## src/rtl/seg7_pkg.sv

```systemverilog
`default_nettype none
// ============================================================================
// Module      : seg7_pkg
// Description : Shared constants and helpers for the seg7_scan_ctrl block.
//               HEX_SEG  - active-high a..g patterns for nibbles 0..F
//               SEG_DP   - bit index of the decimal point in a segment byte
//               seg_polarity() - applies the pin polarity to a segment byte
// Revision    : 1.0 - initial release
// ============================================================================
package seg7_pkg;

    localparam int SEG_DP = 7;

    // Bit0..6 = a..g, bit7 (dp) always clear here.
    localparam logic [7:0] HEX_SEG [16] = '{
        8'h3F, 8'h06, 8'h5B, 8'h4F, 8'h66, 8'h6D, 8'h7D, 8'h07,
        8'h7F, 8'h6F, 8'h77, 8'h7C, 8'h39, 8'h5E, 8'h79, 8'h71
    };

    // Converts an active-high pattern into the pin level.
    function automatic logic [7:0] seg_polarity(input logic [7:0] seg,
                                                input logic       active_low);
        return active_low ? ~seg : seg;
    endfunction

endpackage
`default_nettype wire

```

## src/rtl/seg7_digit_fmt.sv

```systemverilog
`default_nettype none
// ============================================================================
// Module      : seg7_digit_fmt
// Description : Combinational formatter for the digit currently scanned.
//               Produces the active-high 8-bit segment pattern.
// Ports       : i_nibble      hex value (hex mode)
//               i_raw         raw segment byte (raw mode)
//               i_dp          decimal point (hex mode)
//               i_mode        0 = hex, 1 = raw
//               i_lz_blank    digit is a leading zero to be suppressed
//               i_blink_blank digit is in the off half of its blink cycle
//               o_pattern     active-high pattern, bit0..6 = a..g, bit7 = dp
// Revision    : 1.0 - initial release
// ============================================================================
module seg7_digit_fmt
    import seg7_pkg::*;
(
    input  logic [3:0] i_nibble,
    input  logic [7:0] i_raw,
    input  logic       i_dp,
    input  logic       i_mode,
    input  logic       i_lz_blank,
    input  logic       i_blink_blank,
    output logic [7:0] o_pattern
);

    always_comb begin
        o_pattern = 8'h00;
        if (i_blink_blank) begin
            o_pattern = 8'h00;
        end else if (i_mode) begin
            o_pattern = i_raw;
        end else begin
            // A suppressed leading zero still shows its decimal point.
            if (!i_lz_blank) begin
                o_pattern[6:0] = HEX_SEG[i_nibble][6:0];
            end
            o_pattern[SEG_DP] = i_dp;
        end
    end

endmodule
`default_nettype wire

```

## src/rtl/seg7_scan_ctrl.sv

```systemverilog
`default_nettype none
// ============================================================================
// Module      : seg7_scan_ctrl
// Description : Multiplexed 7-segment scan controller with frame-synchronous
//               data update, leading-zero blanking, raw mode, blink and PWM
//               brightness.
// Ports       : clk, rstn (async, active low)
//               disp_mode/i_data/i_raw/i_dp/i_blank_lz/i_blink - display data,
//                   captured on i_load and applied at the next frame start
//               i_bright - live brightness (all-ones = always on)
//               o_seg/o_sel - registered segment and digit-select pins
//               o_frame - one-cycle pulse at each frame start
// Revision    : 1.0 - initial release
// ============================================================================
module seg7_scan_ctrl
    import seg7_pkg::*;
#(
    parameter int NUM_DIGITS     = 8,
    parameter int DIV_W          = 15,
    parameter int BRIGHT_W       = 3,
    parameter int BLINK_FRAMES   = 64,
    parameter int SEG_ACTIVE_LOW = 1,
    parameter int SEL_ACTIVE_LOW = 1
) (
    input  logic                    clk,
    input  logic                    rstn,
    input  logic                    disp_mode,
    input  logic                    i_load,
    input  logic [4*NUM_DIGITS-1:0] i_data,
    input  logic [8*NUM_DIGITS-1:0] i_raw,
    input  logic [NUM_DIGITS-1:0]   i_dp,
    input  logic                    i_blank_lz,
    input  logic [NUM_DIGITS-1:0]   i_blink,
    input  logic [BRIGHT_W-1:0]     i_bright,
    output logic [7:0]              o_seg,
    output logic [NUM_DIGITS-1:0]   o_sel,
    output logic                    o_frame
);

    localparam int IDX_W = $clog2(NUM_DIGITS);
    localparam int FRM_W = (BLINK_FRAMES > 1) ? $clog2(BLINK_FRAMES) : 1;
    // Shadowed fields packed as {mode, blank_lz, blink, dp, raw, data}.
    localparam int SH_W  = 2 + 14*NUM_DIGITS;
    localparam logic [IDX_W-1:0] LAST_IDX = IDX_W'(NUM_DIGITS-1);
    localparam logic [FRM_W-1:0] LAST_FRM = FRM_W'(BLINK_FRAMES-1);
    localparam logic SEG_INV = (SEG_ACTIVE_LOW != 0);
    localparam logic SEL_INV = (SEL_ACTIVE_LOW != 0);

    logic [DIV_W-1:0]      pre_cnt_q,  pre_cnt_d;
    logic [IDX_W-1:0]      dig_idx_q,  dig_idx_d;
    logic [FRM_W-1:0]      frm_cnt_q,  frm_cnt_d;
    logic                  blink_ph_q, blink_ph_d;
    logic [SH_W-1:0]       pend_q,     pend_d;
    logic                  pend_v_q,   pend_v_d;
    logic [SH_W-1:0]       disp_q,     disp_d;
    logic [7:0]            seg_q,      seg_d;
    logic [NUM_DIGITS-1:0] sel_q,      sel_d;
    logic                  frame_q,    frame_d;

    logic                    slot_end;
    logic                    frame_wrap;
    logic                    lit;
    logic [SH_W-1:0]         in_vec;
    logic [4*NUM_DIGITS-1:0] disp_data;
    logic [8*NUM_DIGITS-1:0] disp_raw;
    logic [NUM_DIGITS-1:0]   disp_dp;
    logic [NUM_DIGITS-1:0]   disp_blink;
    logic                    disp_lz;
    logic                    disp_mode_r;
    logic [NUM_DIGITS-1:0]   lz_vec;
    logic                    lz_run;
    logic [3:0]              cur_nib;
    logic [7:0]              cur_raw;
    logic                    cur_dp;
    logic                    cur_lz;
    logic                    cur_blink;
    logic [7:0]              pattern;
    logic [NUM_DIGITS-1:0]   sel_onehot;

    assign in_vec      = {disp_mode, i_blank_lz, i_blink, i_dp, i_raw, i_data};
    assign disp_data   = disp_q[4*NUM_DIGITS-1:0];
    assign disp_raw    = disp_q[12*NUM_DIGITS-1:4*NUM_DIGITS];
    assign disp_dp     = disp_q[13*NUM_DIGITS-1:12*NUM_DIGITS];
    assign disp_blink  = disp_q[14*NUM_DIGITS-1:13*NUM_DIGITS];
    assign disp_lz     = disp_q[14*NUM_DIGITS];
    assign disp_mode_r = disp_q[14*NUM_DIGITS+1];

    assign slot_end   = &pre_cnt_q;
    assign frame_wrap = slot_end && (dig_idx_q == LAST_IDX);
    assign lit        = (pre_cnt_q[DIV_W-1 -: BRIGHT_W] <= i_bright);

    // lz_vec[k]: digit k and every digit above it hold nibble 0.
    always_comb begin
        lz_run = 1'b1;
        lz_vec = '0;
        for (int k = NUM_DIGITS-1; k >= 0; k--) begin
            lz_run    = lz_run & (disp_data[4*k +: 4] == 4'h0);
            lz_vec[k] = lz_run;
        end
        lz_vec[0] = 1'b0;
    end

    // Select the fields of the digit being scanned.
    always_comb begin
        cur_nib   = '0;
        cur_raw   = '0;
        cur_dp    = 1'b0;
        cur_lz    = 1'b0;
        cur_blink = 1'b0;
        for (int k = 0; k < NUM_DIGITS; k++) begin
            if (dig_idx_q == IDX_W'(k)) begin
                cur_nib   = disp_data[4*k +: 4];
                cur_raw   = disp_raw[8*k +: 8];
                cur_dp    = disp_dp[k];
                cur_lz    = lz_vec[k];
                cur_blink = disp_blink[k];
            end
        end
    end

    seg7_digit_fmt u_fmt (
        .i_nibble      (cur_nib),
        .i_raw         (cur_raw),
        .i_dp          (cur_dp),
        .i_mode        (disp_mode_r),
        .i_lz_blank    (disp_lz & cur_lz),
        .i_blink_blank (cur_blink & blink_ph_q),
        .o_pattern     (pattern)
    );

    always_comb begin
        pre_cnt_d  = pre_cnt_q + DIV_W'(1);
        dig_idx_d  = dig_idx_q;
        frm_cnt_d  = frm_cnt_q;
        blink_ph_d = blink_ph_q;
        pend_d     = pend_q;
        pend_v_d   = pend_v_q;
        disp_d     = disp_q;

        if (slot_end) begin
            dig_idx_d = frame_wrap ? '0 : dig_idx_q + IDX_W'(1);
        end

        if (frame_wrap) begin
            if (frm_cnt_q == LAST_FRM) begin
                frm_cnt_d  = '0;
                blink_ph_d = ~blink_ph_q;
            end else begin
                frm_cnt_d  = frm_cnt_q + FRM_W'(1);
            end
        end

        if (i_load) begin
            pend_d   = in_vec;
            pend_v_d = 1'b1;
        end

        // Display data only changes between frames so a digit row never tears.
        // A load landing on the wrap cycle itself goes straight through.
        if (frame_wrap) begin
            if (i_load) begin
                disp_d   = in_vec;
                pend_v_d = 1'b0;
            end else if (pend_v_q) begin
                disp_d   = pend_q;
                pend_v_d = 1'b0;
            end
        end

        sel_onehot = lit ? (NUM_DIGITS'(1) << dig_idx_q) : '0;
        seg_d      = seg_polarity(lit ? pattern : 8'h00, SEG_INV);
        sel_d      = sel_onehot ^ {NUM_DIGITS{SEL_INV}};
        frame_d    = frame_wrap;
    end

    always_ff @(posedge clk or negedge rstn) begin
        if (!rstn) begin
            pre_cnt_q  <= '0;
            dig_idx_q  <= '0;
            frm_cnt_q  <= '0;
            blink_ph_q <= 1'b0;
            pend_q     <= '0;
            pend_v_q   <= 1'b0;
            disp_q     <= '0;
            seg_q      <= seg_polarity(8'h00, SEG_INV);
            sel_q      <= {NUM_DIGITS{SEL_INV}};
            frame_q    <= 1'b0;
        end else begin
            pre_cnt_q  <= pre_cnt_d;
            dig_idx_q  <= dig_idx_d;
            frm_cnt_q  <= frm_cnt_d;
            blink_ph_q <= blink_ph_d;
            pend_q     <= pend_d;
            pend_v_q   <= pend_v_d;
            disp_q     <= disp_d;
            seg_q      <= seg_d;
            sel_q      <= sel_d;
            frame_q    <= frame_d;
        end
    end

    assign o_seg   = seg_q;
    assign o_sel   = sel_q;
    assign o_frame = frame_q;

endmodule
`default_nettype wire

```

## config.mk

```make
export PLATFORM = sky130hd
export DESIGN_NAME = seg7_scan_ctrl
export DESIGN_NICKNAME = d
export VERILOG_FILES = /design/src/rtl/seg7_pkg.sv /design/src/rtl/seg7_digit_fmt.sv /design/src/rtl/seg7_scan_ctrl.sv
export SDC_FILE = /design/constraint.sdc
export NUM_CORES = 1
export LEC_CHECK = 0
export CAP_MARGIN = 20
export CORE_AREA = 2 2 202 204
export DETAILED_ROUTE_END_ITERATION = 7
export DIE_AREA = 0 0 204 206
export PLACE_DENSITY = 0.57
export SYNTH_ARGS = -nofsm -noshare
export SYNTH_HDL_FRONTEND = slang
export SYNTH_HIERARCHICAL = 1
export SYNTH_SLANG_ARGS = --single-unit
```

## constraint.sdc

```tcl
create_clock -name clk -period 3.71 [get_ports clk]
set_input_delay 0.5565 -clock clk [delete_from_list [all_inputs] [get_ports clk]]
set_output_delay 0.5565 -clock clk [all_outputs]
set_load 0.01 [all_outputs]
```

==> impl_results.md <==
- Ys async rst share: 100%
- F_max: 301 MHz
- Register bit total from synthesis: 271
- Clock Skew: 0.0152 ns
- Yosys warning total: 6
- Area grow syn2layout: 25.7%
- Combinational share of power: 7.9%
- Most frequent cells in the layout: 255 x dfrtp_1, 214 x mux2_2, 134 x clkdlybuf4s50_1
- CP Capture Type: flop
- CTS root buf: clkbuf_16
- Chip Height: 206 um
- Drt drc: 0
- Net count after synthesis: 1038
- Hold_ws: -0.0145 ns
- Data required, critical path: 4.20 ns
- Grt ovf: 0
- Post-synth EDFFs: 0
- CP startpoint kind: flop
- Pwr Density: 473 nW/um^2
- Drt wl/cell: 18.0 um
- Synth Cell Area: 11800 um^2
- H-tree depth: 1
- Max clock buf depth: 3
- Post-cts resize count: 0
- Max-Slew Margin vs Limit: 38.5%
- Final Max Tran Viols: 0
- Initial antenna violation count: 0
- CORE AREA: 40200 um^2
- Reg2Reg Capture Point: o_seg[1]$_DFF_PN1_
- Finish-stage setup viols: 0
- RR Startpoint: dig_idx_q[2]$_DFFE_PN0P_
- Worst VDD drop: 0.318 mV
- First-pass GRT wire length: 44.4 mm
- Layout cells sized above 1: 29.5%
- Worst Setup SP: dig_idx_q[2]$_DFFE_PN0P_
- Final Hold Vio Count: 10
- Hold crit path type: in -> async
- Worst-path fanout max: 14
- Die Wd: 204 um
- Main flop type after synthesis: dfrtp_1
- R2r setup slk: 0.39 ns
- Drt first-iter violations: 490
- Period utilization: 89.6%
- Sinks on the clock net: 271
- GP Congestion: 0.877
- # rows: 74
- Clock power share: 46.1%
- Worst slew pin tran: 0.914 ns
- Status: finished, violations left
- Mean Syn Cell Area: 13.1 um^2
- Gr usage total: 13.6%
- Seq/Total Area, Yosys: 57.8%
- Synth cell types: 58
- Port bufs: 136
- Ant diodes: 0
- Unrepaired setup endpoints after global routing: no
- Vias in the first global route: 7649
- Setup Buffers After CTS: 0
- Total Wirelength: 28.5 mm
- CTS tree: built
- Violated checks: negative hold slack
- HPWL after DPL: 20.5 mm
- Drt pass-1 iters: 5
- Largest net degree at the start of global routing: 80
- IO Pins: 137
- Routed Antenna Nets: 0
- Commonest non-fill, non-tap cell in the layout: dfrtp_1
- Critical path arrival: 3.81 ns
- Min Clock Period, post-route: 3.32 ns
- Switching portion of total power: 21.8%
- Die ar.: 42000 um^2
- Syn Inst Count: 901
- Setup TNS: 0 ns
- Fin nets: 1169
- Reg2Reg Depth: 13
- Total number of vias: 7424
- Sw Pwr: 1.52 mW
- Skew-Pair Late Insertion Delay: 0.55 ns
- DR vias/cell: 4.68
- Initial Util: 29.3%
- Power Internal: 5.47 mW
- MaxCap Viol Count: 0
- Sequential Power Share: 46.0%
- CP Class: reg -> reg
- Number of hold buffers added after cts: 0
- Total CTS buffers: 29
- Reg clk slew, reported paths: 0.06 ns
- Leakage: 6.40 nW
flip-flops by register name (all words and copies together), names as in the netlist:
register / flops
pend_v_q: 1
frm_cnt_q: 6
disp_q: 114
dig_idx_q: 3
o_seg: 8
pre_cnt_q: 15
pend_q: 114
o_frame: 1
o_sel: 8
blink_ph_q: 1
kinds of logic (layout without fill, tap and decap cells):
kind of cell | Yosys count | after routing | synth area share (%)
AOI/OAI and AO/OA | 132 | 132 | 7.10
xor gates and xnor gates | 16 | 16 | 1.19
adders and majority gates | 17 | 17 | 1.81
buffers and inverters | 87 | 240 | 3.40
DFF | 271 | 271 | 57.8
muxes | 231 | 231 | 22.1
and+or+nand+nor | 147 | 147 | 6.64
final cells by class:
cell class                 count  area [um^2]
clock buffer                  35          798
clock inverter                18          282
fill                        3903        25400
inverter                      33          124
multi-input combinational    543         4570
sequential                   271         6800
tap                          532          666
timing repair buffer         154         1560
synth_stat cells (all sizes together) (2+ instances only):
library cell	number	area, um^2
a211oi	7	52.6
a21boi	3	26.3
a21o	2	15.0
a21oi	52	260
a221oi	12	105
a22oi	3	22.5
a32oi	2	17.5
and2	4	25.0
and3	6	37.5
buf	16	134
clkbuf	38	143
dfrtp	255	6380
dfstp	16	420
ha	17	213
inv	33	124
mux2	229	2580
mux2i	2	20.0
nand2	52	198
nand3	16	80.1
nand3b	14	105
nand4	5	31.3
nor2	16	76.3
nor2b	8	50.1
nor3	2	21.3
nor4	8	50.1
o211ai	2	15.0
o21a	2	15.0
o21ai	24	124
o221ai	6	52.6
o22ai	9	56.3
or3	12	80.1
xnor2	9	78.8
xor2	7	61.3
worst max-delay path, cell delays in order (launching register included):
cell      delay (ns)
dfrtp_1         0.52
inv_1           0.10
ha_1            0.22
or2_2           0.41
a221oi_1        0.31
o221ai_1        0.20
a21oi_1         0.42
inv_1           0.18
ha_1            0.31
nor2b_1         0.15
o21ai_0         0.11
a32oi_1         0.24
nor2_1          0.06
nand2_1         0.05
power groups by stage:
stage | Sequential, mW | Combinational (mW) | Clock [mW]
final | 3.22 | 0.556 | 3.22
after global routing | 3.23 | 0.614 | 3.45
after CTS | 3.22 | 0.571 | 3.33
after detailed placement | 3.27 | 0.568 | 0
after global placement | 3.27 | 0.563 | 0
after floorplan | 3.24 | 0.267 | 0
per-layer routing:
layer	vias up	wire length (um)	GRT usage, %
li1	3477	-	-
met1	3689	13400	19.1
met2	199	12800	21.3
met3	59	1380	2.25
met4	0	908	4.48
met5	-	0	0
through the flow:
stage               utilization (%)  setup WS, ns  instances  instance area, um^2  power [mW]
global placement               34.1         0.562       1533                13700        3.83
CTS                            36.8         0.482       1586                14800        7.12
floorplan                         -         0.452        901                11800        3.51
finish                         36.8         0.386       1586                14800        7.00
detailed placement             34.1         0.494       1533                13700        3.84
global route                   36.8        0.0876       1586                14800        7.30
how the worst max path moves through the flow:
stage	depth (start not counted)	slack, ns	end
after detailed placement	13	0.49	o_seg[1]$_DFF_PN1_
after global placement	13	0.56	o_seg[1]$_DFF_PN1_
after global routing	13	0.09	o_seg[1]$_DFF_PN1_
after CTS	13	0.48	o_seg[1]$_DFF_PN1_
final	13	0.39	o_seg[1]$_DFF_PN1_
after floorplan	16	0.45	o_seg[1]$_DFF_PN1_
(Power assumes the default switching activity.)
